<file path="src/rtl/mu_exp_arith_units.sv">
// Arithmetic/control leaf for the S0*exp(t*mu) path generator: t*mu fraction multiplier,
// S0*exp scaling multiplier (both two-stage pipelines) and one clear-dominant SR flop.
module mu_exp_arith_units #(
    parameter int unsigned LOGT = 6
) (
    input  logic            CLK,
    input  logic            RST,
    input  logic [LOGT:0]   iT,
    input  logic [17:0]     iMu,
    output logic [17:0]     oTMu,
    input  logic [17:0]     iExp,
    input  logic [16:0]     iS,
    output logic [16:0]     oProd,
    input  logic            iSet,
    input  logic            iClr,
    output logic            oQ
);

    logic [LOGT:0] t_q;
    logic [17:0]   mu_q;
    logic [17:0]   exp_q;
    logic [16:0]   s_q;
    logic [17:0]   tmu_q;
    logic [16:0]   prod_q;
    logic          q_q;

    // Only the 18 fraction bits of t*mu are kept, so an 18-bit product is enough.
    logic [17:0]   pa_lo;
    // Bits above 30 of exp*S0 are discarded, so a 31-bit product is enough.
    logic [30:0]   pb_lo;
    logic          unused_pb;

    always_comb begin
        pa_lo = 18'(t_q) * mu_q;
        pb_lo = 31'(exp_q) * 31'(s_q);
    end

    assign unused_pb = ^pb_lo[13:0];

    always_ff @(posedge CLK) begin
        if (RST) begin
            t_q    <= '0;
            mu_q   <= '0;
            exp_q  <= '0;
            s_q    <= '0;
            tmu_q  <= '0;
            prod_q <= '0;
            q_q    <= 1'b0;
        end else begin
            t_q    <= iT;
            mu_q   <= iMu;
            exp_q  <= iExp;
            s_q    <= iS;
            tmu_q  <= pa_lo;
            prod_q <= pb_lo[30:14];
            if (iClr) begin
                q_q <= 1'b0;
            end else if (iSet) begin
                q_q <= 1'b1;
            end
        end
    end

    assign oTMu  = tmu_q;
    assign oProd = prod_q;
    assign oQ    = q_q;

endmodule

</file>
<file path="config.mk">
export PLATFORM = sky130hd
export DESIGN_NAME = mu_exp_arith_units
export DESIGN_NICKNAME = d
export VERILOG_FILES = /design/src/rtl/mu_exp_arith_units.sv
export SDC_FILE = /design/constraint.sdc
export NUM_CORES = 1
export LEC_CHECK = 0
export CORE_MARGIN = 2
export CORE_UTILIZATION = 65
export DETAILED_ROUTE_END_ITERATION = 10
export PLACE_DENSITY = 0.87
export SYNTH_ARGS = -nofsm -noshare
export SYNTH_HDL_FRONTEND = slang
export SYNTH_SLANG_ARGS = --single-unit
</file>
<file path="constraint.sdc">
create_clock -name CLK -period 18.8 [get_ports CLK]
set_clock_uncertainty 0.05 [all_clocks]
set_input_delay 1.88 -clock CLK [delete_from_list [all_inputs] [get_ports CLK]]
set_output_delay 1.88 -clock CLK [all_outputs]
set_load 0.01 [all_outputs]
</file>
; ---- Word level (Yosys, flattened, before mapping)
; Index checks and enable logic that the tools add are counted.
[totals]
regBits = 96
input_bits = 64
[classes]
mul = 2
n_reduce_logical = 1
[ops]
columns = operator, count
row1 = 18-bit by 17-bit multiplier with 31-bit output, 1
row2 = 7-bit by 18-bit multiplier with 18-bit output, 1
row3 = 2-bit OR reduction, 1

; ---- Logic depth before layout (Yosys ltp)
; Gate-level depths: netlist of run 1.
[depth]
ltp_word = 1
ltp_mapped = 23
depth_no_buf = 21

; ---- Least setup slack after synthesis of run 1
; No wires, ideal clock.
[synth_timing]
path_kind = reg2reg
from = register s_q[8]
to = register prod_q[15], in the netlist oProd[15]
slack_ns = 12.873
t_required_ns = 18.627
setup_ns = 0.123
stages_incl_launch_ff = 23
n_path_buf = 2
arrival_time_ns = 5.753
period_less_slack_ns = 5.927
path_cell_list = dfxtp_1 -> clkbuf_1 -> clkbuf_1 -> nand2_1 -> fa_1 -> inv_1 -> fa_1 -> inv_1 -> fa_1 -> inv_1 -> fa_1 -> fa_1 -> inv_1 -> fa_1 -> inv_1 -> ha_1 -> nand3_1 -> nor3_2 -> nor2_1 -> o41ai_2 -> nor2_1 -> o21ai_1 -> mux2_1
[synth_between]
elab_chain_len = 1
[synth_lines]
columns = item, line_no
row1 = start: declaration, 22  ; logic [16:0] s_q;
row2 = start signal: assignment, 53  ; s_q <= iS;
row3 = 18-bit by 17-bit multiplier with 31-bit output, 35  ; pb_lo = 31'(exp_q) * 31'(s_q);
row4 = end signal: assignment, 55  ; prod_q <= pb_lo[30:14];
row5 = end: declaration, 24  ; logic [16:0] prod_q;
; No other way between the ends.
; A chain may end at the register's enable or synchronous reset.

; ---- Worst setup path after layout of run 1
; Same ends and word-level chain as after synthesis.

==> metrics.md, run 1 <==
| Metric | Value |
|---|---|
| Root Buffer | `clkbuf_16` |
| Fin nets | `2127` |
| Final setup fails | `0` |
| Routability cong. | `0.962` |
| Sequential share of the synthesized area | `13.2%` |
| Worst path most repeated cell | `fa_1` |
| Yosys cell types | `52` |
| Hold_buf cts | `0` |
| # clock sinks | `96` |
| Cell Count, Final, Fillers Out | `1944` |
| Cell Rows | `54` |
| Max-Cap Viols | `0` |
| Via Count | `10800` |
| GRT Overall Usage | `30.2%` |
| Fin. Hold Viols | `0` |
| Area grow syn2layout | `9.46%` |
| Mapped Cells | `1609` |
| Register area | `~0.0019 mm²` |
| Drt first-iter violations | `971` |
| Die Footprint | `0.0237 mm²` |
| Power Total | `0.932 mW` |
| Run status | `finished, final reports clean` |
| Die Y | `154 µm` |
| Post-cts sizing count | `0` |
| Buffers on Ports | `99` |
| Fillers | `about 1500` |
| Worst path cell trace | `nand2_1 > fa_1 > inv_1 > fa_1 > inv_1 > fa_1 > inv_1 > fa_1 > fa_1 > inv_1 > fa_1 > inv_1 > ha_1 > nand3_1 > nor3_2 > nor2_1 > o41ai_2 > nor2_1 > o21ai_1 > mux2_1` |
| Worst EP arrival | `6770 ps` |
| Largest net degree at the start of global routing | `slightly below 100` |
| I/O pin cnt | `100` |
| Area contributors post-synth | `fa_1, dfxtp_1, ha_1` |
| EDFF count, synth | `0` |
| LEAKAGE | `7.69 nW` |
| DR WL/cell | `16.7 µm` |
| CTS tree | `yes` |
| Most common cell after layout, fill and taps aside | `inv_1` |
| Residual DRC count | `0` |
| Final period utilization | `34.9%` |
| Worst Path Buf+Inv | `5` |
| First-pass GRT wire length | `56.4 mm` |
| Final Cell Area | `roughly 0.016 mm²` |
| Slowest cell on crit path | `dfxtp_1` |
| Sum of negative setup slack | `0 ps` |
| Syn. warnings | `0` |
| Power Dens Cells | `58.3 mW/mm²` |
| Leading area contributor after synthesis | `fa_1` |
| Worst Max-Slew Pin Slew | `968 ps` |
| Mapped Nets | `2077` |
| Asr flop ratio synth | `0%` |
| HP Class | `flip-flop to flip-flop` |
| Clock slew at reported path FFs | `80 ps` |
| Yosys top cell area share | `40.3%` |
| Critical path endpoint category | `flip-flop` |
| Top_reg_cell synth | `dfxtp_1` |
| H-tree Lvls | `3` |
| Core area | `0.0220 mm²` |
| Delay-heaviest family, CP | `adder cells` |
| Clock Latency Late Sink | `360 ps` |
| Placed Instances | `1928` |
| F_max | `~150 MHz` |
| Slew headroom | `35.5%` |
| #FFs+latches synth | `96` |
| RSZ-0062 raised after global routing | `no` |
| Drt pass-1 iters | `8` |
| CP Launch Type | `flip-flop` |
| CP required | `19000 ps` |
| Synth Area per Inst | `9.08 µm²` |
| Fraction of layout cells with a size suffix above 1 | `between 2 and 2.5%` |
| Post-CTS Setup Inserts | `0` |
| Initial Util | `66.5%` |
| Most frequent cells in the layout | `inv_1, fa_1, nand2_1` |
| Vias per cell | `between 5 and 6` |
| Multi-input gate area | `roughly 0.011 mm²` |
| Dpl cell area | `0.0157 mm²` |
| Max Fanout on Critical Path | `18` |
| Num CTS Buffers | `9` |
| Final wirelength | `approximately 32 mm` |
| Die width | `between 150 and 200 µm` |
| Vias in the first global route | `12100` |
| Ant diodes | `0` |
| Period minus WS final | `6570 ps` |
| Total global routing overflow | `0` |
| Detailed placer's ending HPWL | `25.8 mm` |
| Max-slew violation total from the final report | `0` |
| Initial antenna violation count | `0` |
| Worst Setup Path Type | `flip-flop to flip-flop` |
| Mapped Area | `0.0146 mm²` |
| Max clock buf depth | `2` |
| CP max stage delay | `860 ps` |
| Worst VDD drop | `44.1 µV` |
| Antenna Nets Post-Route | `0` |
==> cells in the mapped netlist (all sizes together), types with 2 or more instances <==
| cell | number |
|---|---|
| a211oi | 4 |
| a21o | 14 |
| a21oi | 30 |
| a221oi | 2 |
| a31o | 2 |
| and2 | 165 |
| and3 | 4 |
| buf | 4 |
| clkbuf | 56 |
| dfxtp | 96 |
| fa | 294 |
| ha | 110 |
| inv | 352 |
| nand2 | 250 |
| nand3 | 12 |
| nand4 | 2 |
| nor2 | 42 |
| nor2b | 67 |
| nor3 | 6 |
| o211a | 2 |
| o211ai | 7 |
| o21a | 2 |
| o21ai | 14 |
| o21bai | 5 |
| o31ai | 2 |
| o41ai | 2 |
| or2 | 2 |
| xnor2 | 28 |
| xor2 | 20 |
==> path summary, 6_finish.rpt <==
check	start	end	slack, ps	cells past startpoint
worst max-delay path	s_q[8]	oProd[15]	12230	20
worst min-delay path	oQ	oQ	450	2
worst max register to register	s_q[8]	oProd[15]	12230	20
worst min register to register	oQ	oQ	450	2
==> layer usage <==
layer | wire (µm) | GRT usage [%]
met5 | 0 | 0
met4 | 1400 | 14.2
met3 | 2720 | 6.09
met2 | 15900 | 51.1
met1 | 12400 | 37.5
==> power by group <==
group	leakage [nW]	internal (mW)	switching, mW
sequential	0.798	0.229	0.0371
clock	0.141	0.0928	0.0913
combinational	6.75	0.213	0.269
==> sequential cells by signal (all words and copies together), names as in the netlist <==
| signal | flops |
|---|---|
| exp_q | 18 |
| mu_q | 18 |
| oTMu | 18 |
| oProd | 17 |
| s_q | 17 |
| t_q | 7 |
| oQ | 1 |
==> cell families (layout without fill, tap and decap cells) <==
logic type / Yosys count / count (layout) / synth area share, %
DFF: 96 / 96 / 13.2
AOI/OAI and AO/OA: 94 / 94 / 4.69
xor gates and xnor gates: 48 / 48 / 2.88
buffers and inverters: 412 / 467 / 10.8
muxes: 1 / 1 / 0.0771
adders and majority gates: 404 / 404 / 49.7
and+or+nand+nor: 554 / 554 / 18.7
==> tightest hold or removal path, stage by stage, from the launching register on <==
cell,delay (ps)
dfxtp_1,320
nor2_1,100
nor3_1,50
==> per-stage QoR <==
stage / setup slack, ps / hold slack (ps) / utilization [%]
2_1_floorplan: 12870 / 415 / -
3_3_place_gp: 12430 / 431 / 71.5
3_5_place_dp: 12350 / 454 / 71.5
4_1_cts: 12330 / 469 / 72.8
5_1_grt: 11950 / 498 / 72.8
6_report: 12230 / 454 / 72.8
==> area by class of cell <==
class / count / area share, %
Clock buffer: 9 / 1.41
Clock inverter: 7 / 0.415
Timing Repair Buffer: 99 / 6.18
Tap cell: 280 / 2.19
Sequential cell: 96 / 12.0
Multi-Input combinational cell: 1101 / 69.5
Inverter: 352 / 8.27
Power figures use the tool's default switching activity.
==> inputs of run 2 (changes only) <==
--- a/config.mk
+++ b/config.mk
@@ -6,9 +6,9 @@
 export NUM_CORES = 1
 export LEC_CHECK = 0
 export CORE_MARGIN = 2
-export CORE_UTILIZATION = 65
+export CORE_UTILIZATION = 62
 export DETAILED_ROUTE_END_ITERATION = 10
-export PLACE_DENSITY = 0.87
+export PLACE_DENSITY = 0.83
 export SYNTH_ARGS = -nofsm -noshare
 export SYNTH_HDL_FRONTEND = slang
 export SYNTH_SLANG_ARGS = --single-unit
==> constraint.sdc (replaced) <==
create_clock -name CLK -period 6.2 [get_ports CLK]
set_clock_uncertainty 0.05 [all_clocks]
set_input_delay 0.62 -clock CLK [delete_from_list [all_inputs] [get_ports CLK]]
set_output_delay 0.62 -clock CLK [all_outputs]
set_load 0.01 [all_outputs]
==> run 2 against run 1 <==
- critical path depth rose by 1
- routed wire length rose by 4.2%
- clock-buffer cell count did not move
- total power rose to 3.1 times the previous value
- die area rose by 4.7%
- final cell count rose by 4.6%
- flip-flop and latch count did not move
- register-to-register slack got worse by 12000 ps
- fmax rose by 9.5%
- first-iteration DRC count fell by 21%
- sequential share of layout area fell by 0.16 points
- critical path type unchanged
- largest cell class unchanged
- highest routed layer unchanged
==> metrics.md, run 2 (synthesis results as in run 1) <==
| Metric | Value |
|---|---|
| Final period utilization | `96.7% (was 34.9%)` |
| Fin. Hold Viols | `0 (unchanged)` |
| Die Footprint | `0.0248 mm² (was 0.0237 mm²)` |
| Critical path endpoint category | `flip-flop (unchanged)` |
| Routability cong. | `0.907 (was 0.962)` |
| CP required | `6360 ps (was 19000 ps)` |
| GRT Overall Usage | `29.7% (was 30.2%)` |
| CTS tree | `yes (unchanged)` |
| Vias in the first global route | `12300 (was 12100)` |
| Via Count | `11000 (was 10800)` |
| Num CTS Buffers | `9 (unchanged)` |
| Reg-to-reg slack, setup | `210 ps (was 12230 ps)` |
| Clock slew at reported path FFs | `80 ps (about the same)` |
| Die Y | `157 µm (was 154 µm)` |
| Largest net degree at the start of global routing | `99 (unchanged)` |
| Sum of negative setup slack | `0 ps (unchanged)` |
| Hold_buf cts | `0 (unchanged)` |
| Detailed placer's ending HPWL | `27.6 mm (was 25.8 mm)` |
| Drt first-iter violations | `769 (was 971)` |
| Power Total | `2.92 mW (was 0.932 mW)` |
| Initial antenna violation count | `0 (unchanged)` |
| # clock sinks | `96 (unchanged)` |
| Fraction of layout cells with a size suffix above 1 | `6.30% (was 2.10%)` |
| I/O pin cnt | `100 (unchanged)` |
| Area grow syn2layout | `12.8% (was 9.46%)` |
| Ant diodes | `0 (unchanged)` |
| Final Cell Area | `0.0165 mm² (was 0.0160 mm²)` |
| Residual DRC count | `0 (unchanged)` |
| Placed Instances | `2017 (was 1928)` |
| HP Class | `flip-flop to flip-flop (unchanged)` |
| Worst path cell trace | `buf_4 > and2_1 > fa_1 > inv_1 > fa_1 > fa_1 > inv_1 > fa_1 > fa_1 > inv_1 > fa_1 > inv_1 > ha_1 > a21oi_1 > o211ai_1 > a221oi_2 > o41ai_2 > buf_4 > o211ai_2 > a21o_1 > a21oi_1 (was nand2_1 > fa_1 > inv_1 > fa_1 > inv_1 > fa_1 > inv_1 > fa_1 > fa_1 > inv_1 > fa_1 > inv_1 > ha_1 > nand3_1 > nor3_2 > nor2_1 > o41ai_2 > nor2_1 > o21ai_1 > mux2_1)` |
| DR WL/cell | `16.6 µm (was 16.7 µm)` |
| Most frequent cells in the layout | `inv_1, fa_1, nand2_1 (unchanged)` |
| Max clock buf depth | `2 (unchanged)` |
| Slowest cell on crit path | `fa_1 (was dfxtp_1)` |
| Worst Max-Slew Pin Slew | `963 ps (was 968 ps)` |
| Core area | `0.0233 mm² (was 0.0220 mm²)` |
| Worst Setup Path Type | `flip-flop to flip-flop (unchanged)` |
| Worst VDD drop | `164 µV (was 44.1 µV)` |
| H-tree Lvls | `3 (unchanged)` |
| LEAKAGE | `7.96 nW (was 7.69 nW)` |
| Dpl cell area | `0.0161 mm² (was 0.0157 mm²)` |
| CP Launch Type | `flip-flop (unchanged)` |
| Fillers | `1738 (was 1478)` |
| Worst EP arrival | `6150 ps (was 6770 ps)` |
| Hold WS | `442 ps (was 454 ps)` |
| Max-Cap Viols | `0 (unchanged)` |
| Most common cell after layout, fill and taps aside | `inv_1 (unchanged)` |
| F_max | `167 MHz (was 152 MHz)` |
| CP max stage delay | `550 ps (was 860 ps)` |
| Vias per cell | `5.40 (was 5.55)` |
| Final WS setup | `205 ps (was 12230 ps)` |
| Slew headroom | `35.8% (was 35.5%)` |
| Drt pass-1 iters | `6 (was 8)` |
| Run status | `finished, final reports clean (unchanged)` |
| Total global routing overflow | `0 (unchanged)` |
| Worst path most repeated cell | `fa_1 (unchanged)` |
| First-pass GRT wire length | `57.0 mm (was 56.4 mm)` |
| Max Fanout on Critical Path | `11 (was 18)` |
| Place WS | `29.8 ps (was 12350 ps)` |
| Cell Count, Final, Fillers Out | `2033 (was 1944)` |
| Final wirelength | `33.8 mm (was 32.4 mm)` |
| Antenna Nets Post-Route | `0 (unchanged)` |
| Period minus WS final | `5990 ps (was 6570 ps)` |
| Buffers on Ports | `99 (unchanged)` |
| Final setup fails | `0 (unchanged)` |
| Power Dens Cells | `177 mW/mm² (was 58.3 mW/mm²)` |
| Final Util | `70.8% (was 72.8%)` |
| Root Buffer | `clkbuf_16 (unchanged)` |
| Die width | `157 µm (was 154 µm)` |
| Fin nets | `2177 (was 2127)` |
| Clock Latency Late Sink | `370 ps (was 360 ps)` |
| Cell Rows | `56 (was 54)` |
| Initial Util | `62.8% (was 66.5%)` |
| Max-slew violation total from the final report | `0 (unchanged)` |
## run 2: cell count changes in the layout (fill, tap and decap cells not counted), moves of 2 or more
cell	previous run	this run
buf_4	1	50
dfxtp_1	96	75
dfxtp_2	0	19
dfxtp_4	0	2
## run 2: worst max-delay path: cells and delay by family (launching register included)
family	cells	cell delay, ps
simple gates	1	150
compound gates	7	1320
flops	1	400
fa+ha+maj	7	3380
buf+inv	6	540
## run 2: area by class of cell
| class | count | area, µm² | area share (%) |
|---|---|---|---|
| Timing Repair Buffer | 149 | 1380 | 8.36 |
| Clock buffer | 9 | 225 | 1.37 |
| Multi-Input combinational cell | 1101 | 11100 | 67.5 |
| Inverter | 352 | 1320 | 8.02 |
| Clock inverter | 7 | 75.1 | 0.456 |
| Tap cell | 319 | 399 | 2.42 |
| Sequential cell | 96 | 1950 | 11.9 |
## run 2: layer usage
| metal | track usage [%] | part of all wire [%] |
|---|---|---|
| met1 | 36.0 | 38 |
| met2 | 51.3 | 50 |
| met3 | 5.29 | 7.5 |
| met4 | 14.4 | 4.6 |
| met5 | 0 | 0 |
## run 2: repair_timing
action / 4_1_cts / 5_1_grt
setup buffers: 0 / 0
gates resized for setup: 0 / 25
endpoints found under the setup margin: 0 / 11
## run 2: path summary, 6_finish.rpt
kind               start   endpoint  cells after the start
setup / recovery  s_q[5]  oProd[13]                     21
hold / removal        oQ         oQ                      2
setup reg to reg  s_q[5]  oProd[13]                     21
hold reg to reg       oQ         oQ                      2
## run 2: power breakdown
group / leakage (nW) / internal, mW / total [mW] / switching, mW
registers: 0.804 / 0.695 / 0.780 / 0.0852
clock network: 0.143 / 0.285 / 0.580 / 0.295
logic: 7.01 / 0.692 / 1.56 / 0.869
==> inputs of run 3 (changes only) <==
--- a/config.mk
+++ b/config.mk
@@ -7,8 +7,10 @@
 export LEC_CHECK = 0
 export CORE_MARGIN = 2
 export CORE_UTILIZATION = 62
+export CTS_CLUSTER_DIAMETER = 80
 export DETAILED_ROUTE_END_ITERATION = 10
 export PLACE_DENSITY = 0.83
+export RECOVER_POWER = 25
 export SYNTH_ARGS = -nofsm -noshare
 export SYNTH_HDL_FRONTEND = slang
 export SYNTH_SLANG_ARGS = --single-unit
==> results of run 3 <==
Final layout, timing and power as in run 2 (identical DEF).
